[config.mk]
export PLATFORM = sky130hd
export DESIGN_NAME = mem_dump_streamer
export DESIGN_NICKNAME = d
export VERILOG_FILES = /design/src/rtl/mem_dump_streamer.sv
export SDC_FILE = /design/constraint.sdc
export NUM_CORES = 1
export LEC_CHECK = 0
export CELL_PAD_IN_SITES_DETAIL_PLACEMENT = 0
export CELL_PAD_IN_SITES_GLOBAL_PLACEMENT = 1
export CORE_MARGIN = 2
export CORE_UTILIZATION = 39
export CTS_BUF_LIST = sky130_fd_sc_hd__clkbuf_16
export DETAILED_ROUTE_END_ITERATION = 8
export DONT_BUFFER_PORTS = 1
export GPL_ROUTABILITY_DRIVEN = 1
export GPL_TIMING_DRIVEN = 1
export PLACE_DENSITY = 0.66
export SYNTH_ARGS = -nofsm -noshare
export SYNTH_HDL_FRONTEND = slang
export SYNTH_SLANG_ARGS = --single-unit
[constraint.sdc]
create_clock -name clk -period 2.9 [get_ports clk]
set_input_delay 0.29 -clock clk [delete_from_list [all_inputs] [get_ports clk]]
set_output_delay 0.29 -clock clk [all_outputs]
set_load 0.02 [all_outputs]
[src/rtl/mem_dump_streamer.sv]
// mem_dump_streamer
//   Walks data memory from word 0 to DUMP_LEN-1 through a 1-cycle-latency read
//   port and serialises each word MS byte first onto a valid/ready byte stream
//   for the UART transmitter. Used for post-run memory dumps.
// Ports
//   clk, reset     clock (rising edge), asynchronous active-high reset
//   start_i        1-cycle dump request, honoured only when idle
//   abort_i        synchronous cancel of a dump in progress
//   mem_addr_o     word address to memory
//   mem_rd_en_o    read strobe; mem_rdata_i valid the following cycle
//   mem_rdata_i    read data
//   tx_data_o      byte to UART
//   tx_valid_o     tx_data_o valid
//   tx_ready_i     UART accepts byte when tx_valid_o && tx_ready_i
//   busy_o         high whenever a dump is in progress (including DONE)
//   done_o         1-cycle pulse after the final byte is accepted
module mem_dump_streamer #(
  parameter int unsigned ADDR_W   = 16,
  parameter int unsigned DATA_W   = 16,
  parameter int unsigned DUMP_LEN = 256
) (
  input  logic              clk,
  input  logic              reset,
  input  logic              start_i,
  input  logic              abort_i,
  output logic [ADDR_W-1:0] mem_addr_o,
  output logic              mem_rd_en_o,
  input  logic [DATA_W-1:0] mem_rdata_i,
  output logic [7:0]        tx_data_o,
  output logic              tx_valid_o,
  input  logic              tx_ready_i,
  output logic              busy_o,
  output logic              done_o
);

  localparam int unsigned BYTES = DATA_W / 8;
  localparam int unsigned IDX_W = (BYTES > 1) ? $clog2(BYTES) : 1;
  localparam logic [ADDR_W-1:0] LAST_ADDR = ADDR_W'(DUMP_LEN - 1);
  localparam logic [IDX_W-1:0]  LAST_IDX  = IDX_W'(BYTES - 1);

  typedef enum logic [2:0] {
    IDLE = 3'd0,
    READ = 3'd1,
    WAIT = 3'd2,
    SEND = 3'd3,
    DONE = 3'd4
  } state_t;

  state_t            state_q, state_d;
  logic [ADDR_W-1:0] addr_q, addr_d;
  logic [IDX_W-1:0]  idx_q, idx_d;
  logic [DATA_W-1:0] shift_q, shift_d;
  logic              rd_en_q, tx_valid_q, busy_q, done_q;

  // Next-state and datapath update; abort outranks start and byte acceptance.
  always_comb begin
    state_d = state_q;
    addr_d  = addr_q;
    idx_d   = idx_q;
    shift_d = shift_q;
    unique case (state_q)
      IDLE: begin
        if (start_i && !abort_i) begin
          state_d = READ;
          addr_d  = '0;
        end
      end
      READ: begin
        state_d = abort_i ? IDLE : WAIT;
      end
      WAIT: begin
        if (abort_i) begin
          state_d = IDLE;
        end else begin
          state_d = SEND;
          shift_d = mem_rdata_i;
          idx_d   = '0;
        end
      end
      SEND: begin
        if (abort_i) begin
          state_d = IDLE;
        end else if (tx_ready_i) begin
          shift_d = shift_q << 8;
          idx_d   = idx_q + IDX_W'(1);
          if (idx_q == LAST_IDX) begin
            if (addr_q == LAST_ADDR) begin
              state_d = DONE;
            end else begin
              state_d = READ;
              addr_d  = addr_q + ADDR_W'(1);
            end
          end
        end
      end
      DONE: begin
        state_d = IDLE;
      end
      default: begin
        state_d = IDLE;
      end
    endcase
  end

  // State, datapath and output registers; strobes are decoded from the next state
  // so each output is a flop that tracks the state it belongs to.
  always_ff @(posedge clk or posedge reset) begin
    if (reset) begin
      state_q    <= IDLE;
      addr_q     <= '0;
      idx_q      <= '0;
      shift_q    <= '0;
      rd_en_q    <= 1'b0;
      tx_valid_q <= 1'b0;
      busy_q     <= 1'b0;
      done_q     <= 1'b0;
    end else begin
      state_q    <= state_d;
      addr_q     <= addr_d;
      idx_q      <= idx_d;
      shift_q    <= shift_d;
      rd_en_q    <= (state_d == READ);
      tx_valid_q <= (state_d == SEND);
      busy_q     <= (state_d != IDLE);
      done_q     <= (state_d == DONE);
    end
  end

  assign mem_addr_o  = addr_q;
  assign mem_rd_en_o = rd_en_q;
  assign tx_data_o   = shift_q[DATA_W-1 -: 8];
  assign tx_valid_o  = tx_valid_q;
  assign busy_o      = busy_q;
  assign done_o      = done_q;

endmodule

Word level (Yosys, flattened, before mapping)
Cells that the tools add are included.
- logic and storage cells: 53
- input bits: 21
- bits in registers: 40
- output and inout bits: 28
- multiplexer cells: 22
- reductions and logical operators: 8
- add/sub/neg operators: 2
- equal/unequal tests: 13
- operators by type and width (operator ; number):
    2-to-1 mux 16 bit ; 8
    one-hot mux 16 bit (2 select lines) ; 2
    adder 16 x 1 -> 16 bit (second input constant) ; 1
    == test 16 x 8 -> 1 bit (second input constant) ; 1
    2-to-1 mux 3 bit ; 5
    != test 2 bit (second input constant) ; 6
    one-hot mux 3 bit (4 select lines) ; 1
    == test 3 x 2 -> 1 bit (second input constant) ; 3
    == test 3 x 1 -> 1 bit (second input constant) ; 2
    AND reduction 6 bit ; 1
    2-to-1 mux 2 bit ; 2
    AND reduction 4 bit ; 1
    nonzero test 2 bit ; 2
    == test 3 bit (second input constant) ; 1
    logical NOT 3 bit ; 1
    2-to-1 mux 1 bit ; 3
    nonzero test 3 bit ; 1
    one-hot mux 1 bit (2 select lines) ; 1
    adder 1 bit (second input constant) ; 1
    logical AND 1 bit ; 1
    logical NOT 1 bit ; 1

Longest topological paths before layout
- depth after elaboration: 7
- mapped depth: 6
- mapped depth without buffers: 5

Worst setup path after synthesis
OpenSTA, ideal clock, no wires.
- kind: register -> register
- start point: register state_q[2]
- end point: register addr_q[15] (netlist: mem_addr_o[15])
- required time: 2.823 ns
- data arrival time: 2.037 ns
- path buffers: 1
- setup time: 0.077 ns
- stages on the path, launching flop included: 6
- path slack: 0.786 ns
- clock period less this slack: 2.114 ns
- cells stage by stage: dfrtp_1 -> or3b_1 -> buf_2 -> or4_4 -> or4_1 -> a21oi_1
- longest elaborated chain between the ends: 3
- elaborated cells on any way between the ends: 10
- RTL lines (what ; RTL line ; RTL):
    start, declared ; 49 ; state_t state_q, state_d;
    start signal, assigned ; 118 ; state_q <= state_d;
    == test 3 x 2 -> 1 bit or logical NOT 3 bit (tied branches) ; 61 ; unique case (state_q)
    != test 2 bit (no line) or nonzero test 2 bit (tied branches) ; - ;
    AND reduction 6 bit (no line) ; - ;
    end signal, assigned ; 119 ; addr_q <= addr_d;
    end, declared ; 50 ; logic [ADDR_W-1:0] addr_q, addr_d;
Parallel ways exist; a longest one is shown, timed or not.
A chain may end at the register's enable or synchronous reset.

Final worst setup path
- start point: register state_q[2]
- end point: register addr_q[9] (netlist: mem_addr_o[9])
Same word-level chain as after synthesis.

==> results.txt <==
unrepaired setup endpoints after global routing: no
Die ar.: 0.00561 sq mm
post-synthesis net count: 218
shortest period the worst path allows: 2.23 ns
number of design-rule violations left by the first detailed-router iteration: 130
share of layout cells above drive strength 1: 6.32%
sink count of the clock tree: 40
Clk pin slew, worst setup/hold paths: 0.06 ns
clock latency of the later-clocked register in the worst-skew pair: 0.28 ns
starting density of the core: 41.0%
register bit total from synthesis: 40
CTS tree: built
area grow syn2layout: 8.93%
wire length of the first global-routing pass: 6960 um
Setup TNS: 0 ns
distinct cell type count of the synthesized netlist: 34
largest net degree at the start of global routing: 41
Worst-Margin Slew: 0.903 ns
Setup Viol. Count Final: 0
number of warnings printed during yosys synthesis: 0
crit path kind: reg2reg
grt ovf: 0
global-route total usage across every layer: 16.2%
cells traversed along the worst timing path: or3b_1, or4_4, or4_1, a21oi_1
cts repair resizes: 0
ANT cells: 0
H-tree depth: 2
Hold Path Class: in2async
area of the core: 0.00479 sq mm
Tcrit/Tclk final: 77.0%
combined area of all synthesized cells: 0.00196 sq mm
post-CTS setup buffer count: 0
clock root buffer: clkbuf_16
type of element capturing the critical path: register
Post-layout nets: 211
critical path launch point type: register
worst supply voltage drop on vdd: 0.353 mV
largest stage delay on the critical path: 0.57 ns
max frequency: 448 MHz
setup skew after layout: 0.00360 ns
number of buffer cells added on primary ports: 0
fraction of the yosys area taken by sequential cells: 51.1%
# rows: 25
Final Wtd Congestion: 0.812
Static Leakage: 0.982 nW
result of the run: finished, final reports clean
count of unresolved DRC violations after routing: 0
largest area contributor in the netlist: dfrtp_1
fill cell count: 461
headroom to the max-slew limit: 39.7%
via count normalized by instance count: 5.71
Die H: 74.9 um
Hold Violations, Final: 0
footprint of the multi-input gates: 835 sq um
mean cell area of the mapped netlist: 10.0 sq um
width of the chip: 74.9 um
max-cap check violation count: 0
first drt pass iteration count: 4
area share of the leading cell type in the synthesized netlist: 51.1%
number of buffers inserted by hold repair at cts: 0
sum of internal, switching and leakage power: 0.00145 W
post-route antenna net violation count: 0
arrival time at the worst endpoint: 2.44 ns
Critical Path RT: 3.10 ns
final number of max-transition violations: 0
total via count in the routed design: 1467
cell types occupying the most area after synthesis: dfrtp_1, mux2i_1, nand2_1
worst reg-to-reg path cell count: 4
HPWL after DPL: 3100 um
vias in the first global route: 1408
number of CTS-inserted buffers: 5
highest-delay cell along the critical path: or4_4
largest buffer count on any clock path: 2
average wire per cell in the routed design: 17.0 um
largest fanout of any net on the critical path: 8
Reg area: 0.00100 sq mm
number of standard cells after synthesis: 196
power density of the placed cells: 679 mW/mm^2
I/O pins: 49
final wirelength: 4370 um
initial antenna violation count: 0
==> flip-flops by register name, indices dropped and copies added, names as in the netlist <==
name	count
mem_addr_o	16
shift_q	16
state_q	3
busy_o	1
done_o	1
idx_q	1
mem_rd_en_o	1
tx_valid_o	1
==> critical path, delay by kind of cell (launching register included) <==
kind	cells	cell delay (ns)
simple gates	3	1.56
flops	1	0.45
compound gates	1	0.16
==> cells in the mapped netlist, drive strengths merged <==
cell / instances
o21ai: 15
ha: 1
o21a: 1
inv: 7
or3b: 1
nor4: 6
mux2i: 14
nand3: 9
and4: 4
nand2b: 4
clkbuf: 6
nor2: 7
nand3b: 2
buf: 11
a21oi: 7
a22o: 8
and3: 3
o211ai: 1
nor3: 2
o311ai: 1
dfrtp: 40
nor3b: 2
or4: 4
a31oi: 7
a211oi: 1
nand2: 20
nand4: 6
and2: 2
o31ai: 3
a2111oi: 1
==> power by group <==
group / leakage [nW] / total [W] / switching (W) / internal (W)
logic: 0.370 / 0.000108 / 0.0000572 / 0.0000510
registers: 0.532 / 0.000717 / 0.0000901 / 0.000627
clock network: 0.0798 / 0.000626 / 0.000221 / 0.000404
==> final cells by class <==
class | count | area share (%)
sequential | 40 | 46.9
multi-input combinational | 132 | 39.1
clock buffer | 5 | 5.86
inverter | 7 | 1.23
tap | 67 | 3.93
clock inverter | 3 | 1.99
timing repair buffer | 3 | 1.05
==> metrics by stage <==
stage,hold WS (ns),setup WS [ns],utilization (%),std cells,instance area (sq um)
2_1_floorplan,0.357,0.786,-,196,1960
3_3_place_gp,0.334,0.702,41.1,249,1970
3_5_place_dp,0.347,0.700,41.1,249,1970
4_1_cts,0.0540,0.682,44.6,257,2140
5_1_grt,0.0724,0.523,44.6,257,2140
6_report,0.0329,0.667,44.6,257,2140
==> cells by family after synthesis <==
family / after synthesis / share of synthesized area [%]
adders and majority gates: 1 / 0.638
and+or+nand+nor: 72 / 20.2
buffers and inverters: 24 / 6.38
muxes: 14 / 7.15
AOI/OAI and AO/OA: 45 / 14.6
DFF: 40 / 51.1
==> final timing paths <==
path | startpoint | to | slack (ns)
setup / recovery | state_q[2]$_DFF_PP0_ | mem_addr_o[9]$_DFFE_PP0P_ | 0.67
hold / removal | reset | mem_rd_en_o$_DFF_PP0_ | 0.03
setup reg to reg | state_q[2]$_DFF_PP0_ | mem_addr_o[9]$_DFFE_PP0P_ | 0.67
hold reg to reg | shift_q[0]$_DFFE_PP0P_ | shift_q[0]$_DFFE_PP0P_ | 0.51
max in group asynchronous | reset | shift_q[4]$_DFFE_PP0P_ | 2.53
min in group clk | abort_i | state_q[0]$_DFF_PP0_ | 0.08
==> layer usage <==
| layer | part of all wire, % | global-route usage [%] | routed length, um | up-vias |
|---|---|---|---|---|
| li1 | - | - | - | 705 |
| met1 | 45 | 21.1 | 1970 | 711 |
| met4 | 0.50 | 4.56 | 22 | 0 |
| met5 | 0 | 0 | 0 | - |
| met3 | 7.4 | 6.16 | 322 | 2 |
| met2 | 47 | 25.5 | 2060 | 49 |
==> layout by cell type, fill, tap and decap left out, drive strengths merged, types with 2 or more instances in the layout <==
cell type  instances
a21oi              7
a22o               8
a31oi              7
and2               2
and3               3
and4               4
buf                3
clkbuf             5
dfrtp             40
inv                7
mux2i             14
nand2             20
nand2b             4
nand3              9
nand3b             2
nand4              6
nor2               7
nor3               2
nor3b              2
nor4               6
o21ai             15
o31ai              3
or4                4
(Power assumes the default switching activity.)
